==> src/rtl/phase_pair_sequencer.sv <==
// phase_pair_sequencer
// Two-round scheduler for the phase-vector index-pairing datapath.
// Round one sweeps the phase-vector array and feeds the index-write stream.
// It then waits for the alpha write to finish.
// Round two replays the array and collects the returned matches into a pair FIFO.
// Round-two issues are throttled by a credit count, so the FIFO cannot overflow.
// Optional feature: define PAIR_COUNT_EN to add the pair_count output.
// pair_count counts the pairs pushed during the current sweep.

module phase_pair_sequencer #(
    parameter int num_qubit  = 3,
    parameter int PAIR_DEPTH = 4,
    parameter int RD_LAT     = 2
) (
    input  logic                 clk,
    input  logic                 rst_n,
    input  logic                 start,
    input  logic [num_qubit:0]   num_vec,
    input  logic                 done_alpha,
    output logic                 arr_rd_en,
    output logic [num_qubit-1:0] arr_rd_addr,
    output logic                 wr_phase,
    output logic                 rd_phase,
    input  logic                 match_valid,
    input  logic [num_qubit-1:0] match_index,
    output logic                 pair_valid,
    input  logic                 pair_ready,
    output logic [num_qubit-1:0] pair_first,
    output logic [num_qubit-1:0] pair_second,
    output logic                 busy,
    output logic                 sweep_done
`ifdef PAIR_COUNT_EN
    ,
    output logic [num_qubit:0]   pair_count
`endif
);

    localparam int VW    = num_qubit + 1;
    localparam int PTR_W = (PAIR_DEPTH > 1) ? $clog2(PAIR_DEPTH) : 1;
    localparam int CNT_W = $clog2(PAIR_DEPTH + 1);
    localparam int ENT_W = 2 * num_qubit;
    localparam logic [num_qubit:0] MAX_ROWS = {1'b1, {num_qubit{1'b0}}};

    typedef enum logic [2:0] {
        S_IDLE,
        S_R1,
        S_WAIT,
        S_GAP,
        S_R2,
        S_DRAIN,
        S_DONE
    } state_t;

    state_t                state;
    state_t                next_state;
    logic [VW-1:0]         row_cnt;
    logic [VW-1:0]         n_rows;
    logic [VW-1:0]         num_clamped;
    logic                  last_row;
    logic                  issue_r1;
    logic                  issue_r2;
    logic [CNT_W-1:0]      credit;
    logic [RD_LAT:0]       pipe_vld;
    logic [num_qubit-1:0]  pipe_row [RD_LAT+1];
    logic                  resp_vld;
    logic                  push;
    logic                  drop;
    logic                  pop;
    logic                  in_flight;
    logic [ENT_W-1:0]      fifo_mem [PAIR_DEPTH];
    logic [PTR_W-1:0]      wr_ptr;
    logic [PTR_W-1:0]      rd_ptr;
    logic [CNT_W-1:0]      fifo_cnt;

    assign num_clamped = (num_vec > MAX_ROWS) ? MAX_ROWS : num_vec;
    assign last_row    = (row_cnt == n_rows - VW'(1));

    // The response for an issued row sits at the end of the row pipeline.
    // A pair is pushed only when that response is a match.
    assign resp_vld  = pipe_vld[RD_LAT];
    assign push      = resp_vld & match_valid;
    assign drop      = resp_vld & ~match_valid;
    assign in_flight = |pipe_vld;
    assign pop       = pair_valid & pair_ready;

    assign arr_rd_en   = issue_r1 | issue_r2;
    assign arr_rd_addr = arr_rd_en ? row_cnt[num_qubit-1:0] : '0;
    assign busy        = (state != S_IDLE);
    assign pair_valid  = (fifo_cnt != '0);
    assign pair_first  = pair_valid ? fifo_mem[rd_ptr][ENT_W-1:num_qubit] : '0;
    assign pair_second = pair_valid ? fifo_mem[rd_ptr][num_qubit-1:0] : '0;

    // State register for the two-round sweep.
    always_ff @(posedge clk or negedge rst_n) begin
        if (!rst_n) begin
            state <= S_IDLE;
        end else begin
            state <= next_state;
        end
    end

    // Next-state and issue decode; in round two a row is issued only while credit remains.
    always_comb begin
        next_state = state;
        issue_r1   = 1'b0;
        issue_r2   = 1'b0;
        case (state)
            S_IDLE: begin
                if (start) begin
                    next_state = (num_clamped == '0) ? S_DONE : S_R1;
                end
            end
            S_R1: begin
                issue_r1 = 1'b1;
                if (last_row) begin
                    next_state = S_WAIT;
                end
            end
            S_WAIT: begin
                if (done_alpha) begin
                    next_state = S_GAP;
                end
            end
            S_GAP: begin
                next_state = S_R2;
            end
            S_R2: begin
                if (credit != '0) begin
                    issue_r2 = 1'b1;
                    if (last_row) begin
                        next_state = S_DRAIN;
                    end
                end
            end
            S_DRAIN: begin
                if (!in_flight && (fifo_cnt == '0)) begin
                    next_state = S_DONE;
                end
            end
            S_DONE: begin
                next_state = S_IDLE;
            end
            default: begin
                next_state = S_IDLE;
            end
        endcase
    end

    // Latch the clamped row count and step the row counter once per issued row.
    always_ff @(posedge clk or negedge rst_n) begin
        if (!rst_n) begin
            n_rows  <= '0;
            row_cnt <= '0;
        end else begin
            if (state == S_IDLE) begin
                row_cnt <= '0;
                if (start) begin
                    n_rows <= num_clamped;
                end
            end else if (issue_r1 || issue_r2) begin
                row_cnt <= last_row ? '0 : row_cnt + VW'(1);
            end
        end
    end

    // Round-tagged strobes to the index RAM controller, and the sweep_done pulse.
    always_ff @(posedge clk or negedge rst_n) begin
        if (!rst_n) begin
            wr_phase   <= 1'b0;
            rd_phase   <= 1'b0;
            sweep_done <= 1'b0;
        end else begin
            wr_phase   <= issue_r1;
            rd_phase   <= issue_r2;
            sweep_done <= (state == S_DONE);
        end
    end

    // Carry each round-two row alongside its read until the response comes back.
    always_ff @(posedge clk or negedge rst_n) begin
        if (!rst_n) begin
            pipe_vld <= '0;
            for (int i = 0; i <= RD_LAT; i++) begin
                pipe_row[i] <= '0;
            end
        end else begin
            pipe_vld[0] <= issue_r2;
            pipe_row[0] <= row_cnt[num_qubit-1:0];
            for (int i = RD_LAT; i > 0; i--) begin
                pipe_vld[i] <= pipe_vld[i-1];
                pipe_row[i] <= pipe_row[i-1];
            end
        end
    end

    // Credit counts the FIFO slots that are neither filled nor claimed by a read in flight.
    always_ff @(posedge clk or negedge rst_n) begin
        if (!rst_n) begin
            credit <= CNT_W'(PAIR_DEPTH);
        end else begin
            credit <= credit + CNT_W'(pop) + CNT_W'(drop) - CNT_W'(issue_r2);
        end
    end

    // Pair FIFO storage; a push and a pop may share a cycle even when the FIFO is full.
    always_ff @(posedge clk or negedge rst_n) begin
        if (!rst_n) begin
            wr_ptr   <= '0;
            rd_ptr   <= '0;
            fifo_cnt <= '0;
            for (int i = 0; i < PAIR_DEPTH; i++) begin
                fifo_mem[i] <= '0;
            end
        end else begin
            if (push) begin
                fifo_mem[wr_ptr] <= {match_index, pipe_row[RD_LAT]};
                wr_ptr           <= wr_ptr + PTR_W'(1);
            end
            if (pop) begin
                rd_ptr <= rd_ptr + PTR_W'(1);
            end
            fifo_cnt <= fifo_cnt + CNT_W'(push) - CNT_W'(pop);
        end
    end

`ifdef PAIR_COUNT_EN
    // Count the pairs pushed this sweep; the value holds until the next accepted start.
    always_ff @(posedge clk or negedge rst_n) begin
        if (!rst_n) begin
            pair_count <= '0;
        end else if ((state == S_IDLE) && start) begin
            pair_count <= '0;
        end else if (push) begin
            pair_count <= pair_count + VW'(1);
        end
    end
`endif

endmodule

==> config.mk <==
export PLATFORM = sky130hd
export DESIGN_NAME = phase_pair_sequencer
export DESIGN_NICKNAME = d
export VERILOG_FILES = /design/src/rtl/phase_pair_sequencer.sv
export SDC_FILE = /design/constraint.sdc
export NUM_CORES = 1
export LEC_CHECK = 0
export CELL_PAD_IN_SITES_DETAIL_PLACEMENT = 0
export CELL_PAD_IN_SITES_GLOBAL_PLACEMENT = 2
export CORE_UTILIZATION = 42
export DETAILED_ROUTE_END_ITERATION = 16
export PLACE_DENSITY_LB_ADDON = 0.08
export SLEW_MARGIN = 0
export SYNTH_ARGS = -nofsm -noshare
export SYNTH_HDL_FRONTEND = slang
export SYNTH_SLANG_ARGS = --single-unit
==> constraint.sdc <==
create_clock -name clk -period 4.8 [get_ports clk]
set_input_delay 0.96 -clock clk [delete_from_list [all_inputs] [get_ports clk]]
set_output_delay 0.96 -clock clk [all_outputs]
set_load 0.01 [all_outputs]
# Yosys cells after proc, flatten, opt, wreduce, memory -nomap -nowiden
# Cells that the tools add are included.
# word_totals
mem_count	0
elab_cells	89
inputBits	13
out_inout_bits	15
ram_bits	0
mem_bits_ro	0
latch_bits	0
ff_bits	60
# op_classes
magnitude_cmp	4
n_mux	24
mul	0
div	0
add_sub_neg	9
shifts	0
eq_ne	13
n_reduce_logical	14
n_bitwise	7
# op_table
cell	count
3-bit two-way mux	10
24-bit bitwise mux	1
6-bit two-way mux	3
3-bit case mux with 6 select lines	1
4-bit two-way mux	4
6-bit binary-select mux with 2-bit select	1
6-bit demux with 2-bit select	1
2-bit inequality test (second input constant)	6
3-bit by 1-bit adder with 3-bit output	3
3-bit == test (second input constant)	3
3-bit nonzero test	3
3-bit by 2-bit == test with 1-bit output (second input constant)	2
3-bit >= comparator (second input constant)	2
3-bit logical NOT	2
2-bit inverter with 3-bit output	2
6-bit AND reduction	1
3-bit by 1-bit subtractor with 3-bit output	2
2-bit by 1-bit adder with 2-bit output (second input constant)	2
4-bit by 1-bit adder with 4-bit output (second input constant)	1
4-bit == test	1
4-bit > comparator (second input constant)	1
4-bit logical NOT	1
4-bit by 1-bit subtractor with 4-bit output (second input constant)	1
1-bit bitwise AND	3
11 further kinds	14

# Logic depth before layout (Yosys ltp)
# Gate-level depths: netlist of run 1.
# depth
depth_word	6
depth_mapped	9
ltp_nobuf	9

# Worst setup path before layout of run 1
# Ideal clock, no wire load.
# synth_path
kind	input to register
startpoint	input match_valid
endpoint	register credit[2]
setup_ns	0.075
t_arrival_ns	2.420
required_ns	4.725
n_path_buf	0
path_slack_ns	2.304
cell_stages	7
cell_sequence	nand2b_1 -> ha_1 -> inv_1 -> fa_1 -> fa_1 -> xnor2_1 -> xnor2_1
# synth_between
elab_chain_len	4
# synth_rtl
item	line_no	rtl
start: declaration	24	input logic match_valid,
1-bit inverter	82	assign drop = resp_vld & ~match_valid;
1-bit bitwise AND	82	
3-bit by 1-bit adder with 3-bit output	201	credit <= credit + CNT_W'(pop) + CNT_W'(drop) - CNT_W'(issue_r2);
3-bit by 1-bit subtractor with 3-bit output	201	
end signal: assignment	199	credit <= CNT_W'(PAIR_DEPTH);
end signal: assignment	201	
end: declaration	62	logic [CNT_W-1:0] credit;
# Every way passes these cells.
# A chain may end at the register's enable or synchronous reset.

# Worst setup path after layout of run 1
# layout_path
startpoint	register rd_ptr[0]
endpoint	output pair_second[1]
# layout_between
elab_chain_len	5
# layout_rtl
item	line_no	rtl
start: declaration	72	logic [PTR_W-1:0] rd_ptr;
start signal: assignment	220	rd_ptr <= rd_ptr + PTR_W'(1);
2-bit inverter with 3-bit output (implied by the code)	91	assign pair_second = pair_valid ? fifo_mem[rd_ptr][num_qubit-1:0] : '0;
6-bit binary-select mux with 2-bit select	91	
6-bit two-way mux (implied by the code) (2 in a row)	91	
3-bit two-way mux	91	
end: declaration	29	output logic [num_qubit-1:0] pair_second,
# Every way passes these cells. The select of a mux whose other input is x is not followed.

==> results of run 1 <==
[metrics by stage]
step	setup slack, ns	cells	hold slack (ns)	util	power (mW)
after floorplan	2.30	210	0.331	-	1.49
after CTS	1.54	324	0.350	0.518	2.24
after global routing	1.48	324	0.358	0.518	2.36
after global placement	1.86	308	0.331	0.486	1.72
final	1.59	324	0.349	0.518	2.20
after detailed placement	1.81	308	0.335	0.486	1.78
[worst max-delay path, delay by kind of cell, from the launching register on]
family	cells	cell delay, ns
AND/OR/NAND/NOR	1	0.21
multiplexers	1	0.57
flip-flops	1	0.66
buffers and inverters	1	0.47
[registers in the layout, indices dropped and copies added, names as in the netlist]
| signal | cells |
|---|---|
| wr_phase | 1 |
| wr_ptr | 2 |
| credit | 3 |
| sweep_done | 1 |
| pipe_row | 9 |
| row_cnt | 4 |
| fifo_mem | 24 |
| state | 3 |
| fifo_cnt | 3 |
| rd_ptr | 2 |
| pipe_vld | 3 |
| n_rows | 4 |
[layout make-up]
class / count / area share
multi-input combinational: 128 / 0.359
inverter: 16 / 0.0183
clock buffer: 10 / 0.0418
clock inverter: 6 / 0.0198
sequential: 59 / 0.449
timing repair buffer: 28 / 0.0829
tap: 77 / 0.0293
[final timing paths]
| check | startpoint | to | slack (ns) | cells after the start |
|---|---|---|---|---|
| max | rd_ptr[0] | pair_second[1] | 1.59 | 3 |
| min | pipe_row[3] | pipe_row[0] | 0.35 | 0 |
| max reg2reg | fifo_cnt[1] | fifo_cnt[2] | 2.24 | 8 |
| min reg2reg | pipe_row[3] | pipe_row[0] | 0.35 | 0 |
| max in group asynchronous | rst_n | state[2] | 3.53 | 2 |
| min in group asynchronous | rst_n | fifo_mem[11] | 0.76 | 2 |
[power breakdown]
group	leakage [nW]	switching (mW)	internal, mW	total (mW)
Sequential	0.755	0.177	0.702	0.880
Clock	0.102	0.199	0.253	0.452
Combinational	0.629	0.372	0.494	0.866
[layer usage]
layer,part of all wire,vias to the layer above
met1,0.43,850
met2,0.51,33
met5,0,-
li1,-,791
met3,0.035,9
met4,0.018,0
[kinds of logic (layout without fill, tap and decap cells)]
logic type,count (synthesis),after routing,share of synthesized area
AOI/OAI and AO/OA,22,22,0.0547
xor gates and xnor gates,13,13,0.0412
adders and majority gates,12,12,0.0624
buffers and inverters,23,60,0.0393
DFF,59,59,0.534
muxes,33,33,0.158
and+or+nand+nor,48,48,0.110
[synthesized netlist by cell type, types with 3 or more instances]
library cell and n:
nor3_1 3, inv_1 15, o21ai_0 6, xnor2_1 12
clkbuf_1 3, nand3b_1 3, ha_1 9, and2_2 7
fa_1 3, dfrtp_1 58, nand2_1 11, a21oi_1 4
mux2_2 25, or3_1 3, nand2b_1 3, and2_1 4
mux4_2 6
==> impl_results.md, run 1 <==
* Inserted Diodes at 0
* H-tree depth at 3
* Seq cells post-synth at just under 60
* Drt wl/cell at between 15 and 20 um
* CP max-delay cell: dfrtp_1
* Synth area leaders: dfrtp_1 (52%), mux2_2 (10%), mux4_2 (4.9%), ha_1 (4.1%), xnor2_1 (3.8%)
* Crit Path Category: flop to output pin
* Vias at about 1,700
* Nets at 267
* Gpl congestion at 0.837
* Peak fanout along the critical path at 8
* Worst-margin pin slew at 0.742 ns
* M3 GR Usage at 0.0368
* Core Box Area at 6350 um2
* Gate Count Post-Synth at between 200 and 250
* Largest net degree at the start of global routing at 60
* I/O pin count at 28
* Clk slew on worst S/H paths at 0.08 ns
* CP max stage delay at 0.66 ns
* Slew Limit Fails at 0
* Hold Crit Class: flop to flop
* Crit share post-route at 0.669
* CP Launch Type: flop
* Setup TNS at 0 ns
* Post-CTS setup buffers at 0
* Met1 Resource Use GR at 0.199
* Worst path required time at 3.84 ns
* Post-synth EDFFs at 0
* Synth unique cells at 45
* Final Setup Violations at 0
* Initial core utilization at 0.436
* Post-route DRC at 0
* Area of the multi-input gates at approximately 1200 um2
* Crit path arrival time at roughly 2.3 ns
* Max-cap violations at 0
* CTS tree: yes
* Post-synth top area cell: dfrtp_1
* Most frequent cells in the layout: dfrtp_1 (58), clkdlybuf4s50_1 (26), mux2_2 (25), inv_1 (15), xnor2_1 (12)
* Most used DFF post-synth: dfrtp_1
* Seq/Total Area, Yosys at 0.534
* Post-synthesis cell area at 2770 um2
* Placement row count at 29
* Final Cell Area at 3290 um2
* Share of the synthesized area in the top cell type at 0.525
* DP Wirelength at 3540 um
* Vias per inst at about 5.2
* Most Crowded Layer GR: met2
* Status: finished clean
* TritonCTS buffer count at 9
* Ys async rst share at 1.00
* IR drop worst, VDD at 0.270 mV
* Die height at just over 80 um
* Pleak at 1.49 nW
* RSZ-0062 raised after global routing: false
* Die ar. at 6920 um2
* Die X at around 83 um
* Met2 Usage GRT at 0.284
* Drt total wl at 5010 um
* Slew margin rel. at 0.505
* Syn_area_per_cell at 13.2 um2
* FILL cells at 541
* Clk buf depth at 2
* PD cells at 668 nW/um2
* Antenna Nets Post-Route at 0
* Worst-path cell chain: mux4_2 -> and2_2 -> clkdlybuf4s50_1
* Fmax at between 300 and 400 MHz
* CTS Hold Buffers Added at 0
* GR Util All Layers at 0.166
* Placement Cell Area at 3090 um2
* Initial DRC Count at 56
* CTS sink count at a little under 60
* Port Buffers at 27
* Vias in the first global route at 1,814
* Detailed Routing Iterations Pass 1 at 4
* Post-cts resize count at 0
* Crit path time final at 3.21 ns
* Root buf cell: clkbuf_8
* Net count after synthesis at 235
* Final Hold Vio Count at 0
* Grt ovf at 0
* Crit. End Element: output pin
* Worst clock skew at 0.0111 ns
* Sequential Area at 1480 um2
* Initial antenna violation count at 0
* First-pass GRT wire length at just under 9000 um
* Fraction of layout cells with a size suffix above 1 at 0.267
* Commonest non-fill, non-tap cell in the layout: dfrtp_1
* Area delta synth->final at 18.9%
* Clock Latency Late Sink at 0.33 ns
* Yosys Warn Count at 0
(Power assumes the default switching activity.)
==> run 2, diff against run 1 <==
--- a/config.mk
+++ b/config.mk
@@ -7,7 +7,7 @@
 export LEC_CHECK = 0
 export CELL_PAD_IN_SITES_DETAIL_PLACEMENT = 0
 export CELL_PAD_IN_SITES_GLOBAL_PLACEMENT = 2
-export CORE_UTILIZATION = 42
+export CORE_UTILIZATION = 39
 export DETAILED_ROUTE_END_ITERATION = 16
 export PLACE_DENSITY_LB_ADDON = 0.08
 export SLEW_MARGIN = 0
==> constraint.sdc (replaced) <==
create_clock -name clk -period 3.1 [get_ports clk]
set_input_delay 0.62 -clock clk [delete_from_list [all_inputs] [get_ports clk]]
set_output_delay 0.62 -clock clk [all_outputs]
set_load 0.01 [all_outputs]
==> impl_results.md, run 2 (same netlist as run 1, synthesis figures left out) <==
* Root buf cell: clkbuf_8 (unchanged)
* Crit-path leading delay family: flip-flops (unchanged)
* Clk slew on worst S/H paths at 0.06 ns (was 0.08 ns)
* DP Wirelength at 3500 um (was 3540 um)
* Die ar. at 7430 um2 (was 6920 um2)
* Area delta synth->final at 18.6% (was 18.9%)
* FILL cells at 644 (was 541)
* Peak fanout along the critical path at 8 (unchanged)
* Detailed Routing Iterations Pass 1 at 4 (unchanged)
* M1 WL at 2240 um (was 2180 um)
* CP max stage delay at 0.54 ns (was 0.66 ns)
* PD cells at 1000 nW/um2 (was 668 nW/um2)
* DR WL met3 at 175 um (was 173 um)
* Uppermost layer routed: met4 (unchanged)
* Slew margin rel. at 0.586 (was 0.505)
* Crit Path Category: flop to output pin (unchanged)
* Fmax at ~360 MHz
* Crit. End Element: output pin (unchanged)
* Non-filler cells, final at 343 (was 324)
* First-pass GRT wire length at 8800 um (was 8910 um)
* Drt total wl at 4950 um (was 5010 um)
* Placement row count at 30 (was 29)
* Post-cts resize count at 0 (unchanged)
* Final Hold Vio Count at 0 (unchanged)
* GR Util All Layers at 0.160 (was 0.166)
* CTS Hold Buffers Added at 0 (unchanged)
* Nets at 267 (unchanged)
* Vias per inst at 4.85 (was 5.19)
* Status: finished clean (unchanged)
* Core Box Area at 6830 um2 (was 6350 um2)
* Most frequent cells in the layout: dfrtp_1 (58), clkdlybuf4s50_1 (26), mux2_2 (25), inv_1 (15), xnor2_1 (12) (unchanged)
* Largest net degree at the start of global routing at 37 (was 60)
* Reg-to-Reg End: fifo_cnt[2] (unchanged)
* Setup TNS at 0 ns (unchanged)
* Vias in the first global route at 1,822 (was 1,814)
* Worst slack, placed at 0.437 ns (was 1.81 ns)
* Antenna Nets Post-Route at 0 (unchanged)
* IR drop worst, VDD at 0.357 mV (was 0.270 mV)
* CTS sink count at 59 (unchanged)
* Worst reg2reg path depth at 8 (unchanged)
* Crit share post-route at 0.908
* Worst clock skew at 0.00503 ns (was 0.0111 ns)
* Pleak at 1.47 nW (was 1.49 nW)
* Worst path required time at 2.48 ns (was 3.84 ns)
* Hold slack final at 0.267 ns (was 0.349 ns)
* Gpl congestion at 0.730 (was 0.837)
* Commonest non-fill, non-tap cell in the layout: dfrtp_1 (unchanged)
* Final Setup Violations at 0 (unchanged)
* Grt ovf at 0 (unchanged)
* DR WL met2 at 2440 um (was 2570 um)
* Drt wl/cell at 14.4 um (was 15.5 um)
* CP max-delay cell: dfstp_2 (was dfrtp_1)
* RSZ-0062 raised after global routing: false (unchanged)
* Largest registers: fifo_mem: 24 flops, pipe_row: 9 flops (unchanged)
* Worst-margin pin slew at 0.615 ns (was 0.742 ns)
* Hold Crit Class: primary input to async pin (was flop to flop)
* Largest Register: fifo_mem (unchanged)
* Slew Limit Fails at 0 (unchanged)
* TritonCTS buffer count at 9 (unchanged)
* Post-route DRC at 0 (unchanged)
* Port Buffers at 27 (unchanged)
* Crit path time final at approximately 2.8 ns
* Placement Cell Area at 3110 um2 (was 3090 um2)
* Initial core utilization at 0.405 (was 0.436)
* Clk buf depth at 2 (unchanged)
* H-tree depth at 3 (unchanged)
* R2R setup slack at 0.57 ns (was 2.24 ns)
* CTS tree: yes (unchanged)
* Clock Latency Late Sink at 0.33 ns (about the same)
* Worst Setup Slack, final at 0.286 ns (was 1.59 ns)
* CP Launch Type: flop (unchanged)
* Worst Path Buf+Inv at 1 (unchanged)
* Layout Utilization at 0.480 (was 0.518)
* Vias at 1,663 (was 1,683)
* Fraction of layout cells with a size suffix above 1 at 0.259 (was 0.267)
* Post-CTS setup buffers at 0 (unchanged)
* Initial antenna violation count at 0 (unchanged)
* Placed Cells at 327 (was 308)
* Final Cell Area at 3280 um2 (was 3290 um2)
* I/O pin count at 28 (unchanged)
* Max reg flops at 24 (unchanged)
* Die X at 86.2 um (was 83.2 um)
* Worst-path cell chain: or3_1 -> nand3_1 -> a21oi_2 -> and2_1 -> clkdlybuf4s50_1 (was mux4_2 -> and2_2 -> clkdlybuf4s50_1)
* Inserted Diodes at 0 (unchanged)
* Tot Pwr at 3.29 mW (was 2.20 mW)
* Reg-to-reg critical path startpoint: fifo_cnt[1] (unchanged)
* Initial DRC Count at 77 (was 56)
* Die height at 86.2 um (was 83.2 um)
* Max-cap violations at 0 (unchanged)
* Crit path arrival time at 2.19 ns (was 2.25 ns)
==> run 2: changes by cell type in the layout (fill, tap and decap cells not counted), sizes merged <==
cell,before,now
bufinv,1,0
clkbuf,10,12
clkinv,5,4
==> run 2: power breakdown <==
group	leakage (nW)	internal, mW	switching [mW]
combinational	0.629	0.760	0.575
sequential	0.755	1.09	0.262
clock	0.0863	0.311	0.298
total	1.47	2.16	1.14
==> run 2: routing by layer <==
metal	global-route usage	vias to the layer above
met5	0	-
met4	0.0727	0
met3	0.0448	9
met2	0.263	31
met1	0.195	838
li1	-	785
==> run 2: how the worst max path moves through the flow <==
stage	from	to	slack, ns	cells past startpoint
detailed placement	match_valid	credit[2]	0.44	8
global route	rd_ptr[0]	pair_first[0]	0.15	3
floorplan	credit[0]	credit[2]	0.77	9
finish	credit[2]	arr_rd_addr[1]	0.29	5
CTS	rd_ptr[0]	pair_first[2]	0.24	3
global placement	match_valid	credit[2]	0.49	8
==> run 2: final cells by class <==
type                    instances  area (um2)  area share
clock buffers                  12         145      0.0442
repair buffers                 28         273      0.0831
inverters                      16        60.1      0.0183
clock inverters                 4        26.3     0.00801
flip-flops and latches         59        1480       0.450
multi-input cells             128        1180       0.360
well taps                      96         120      0.0366
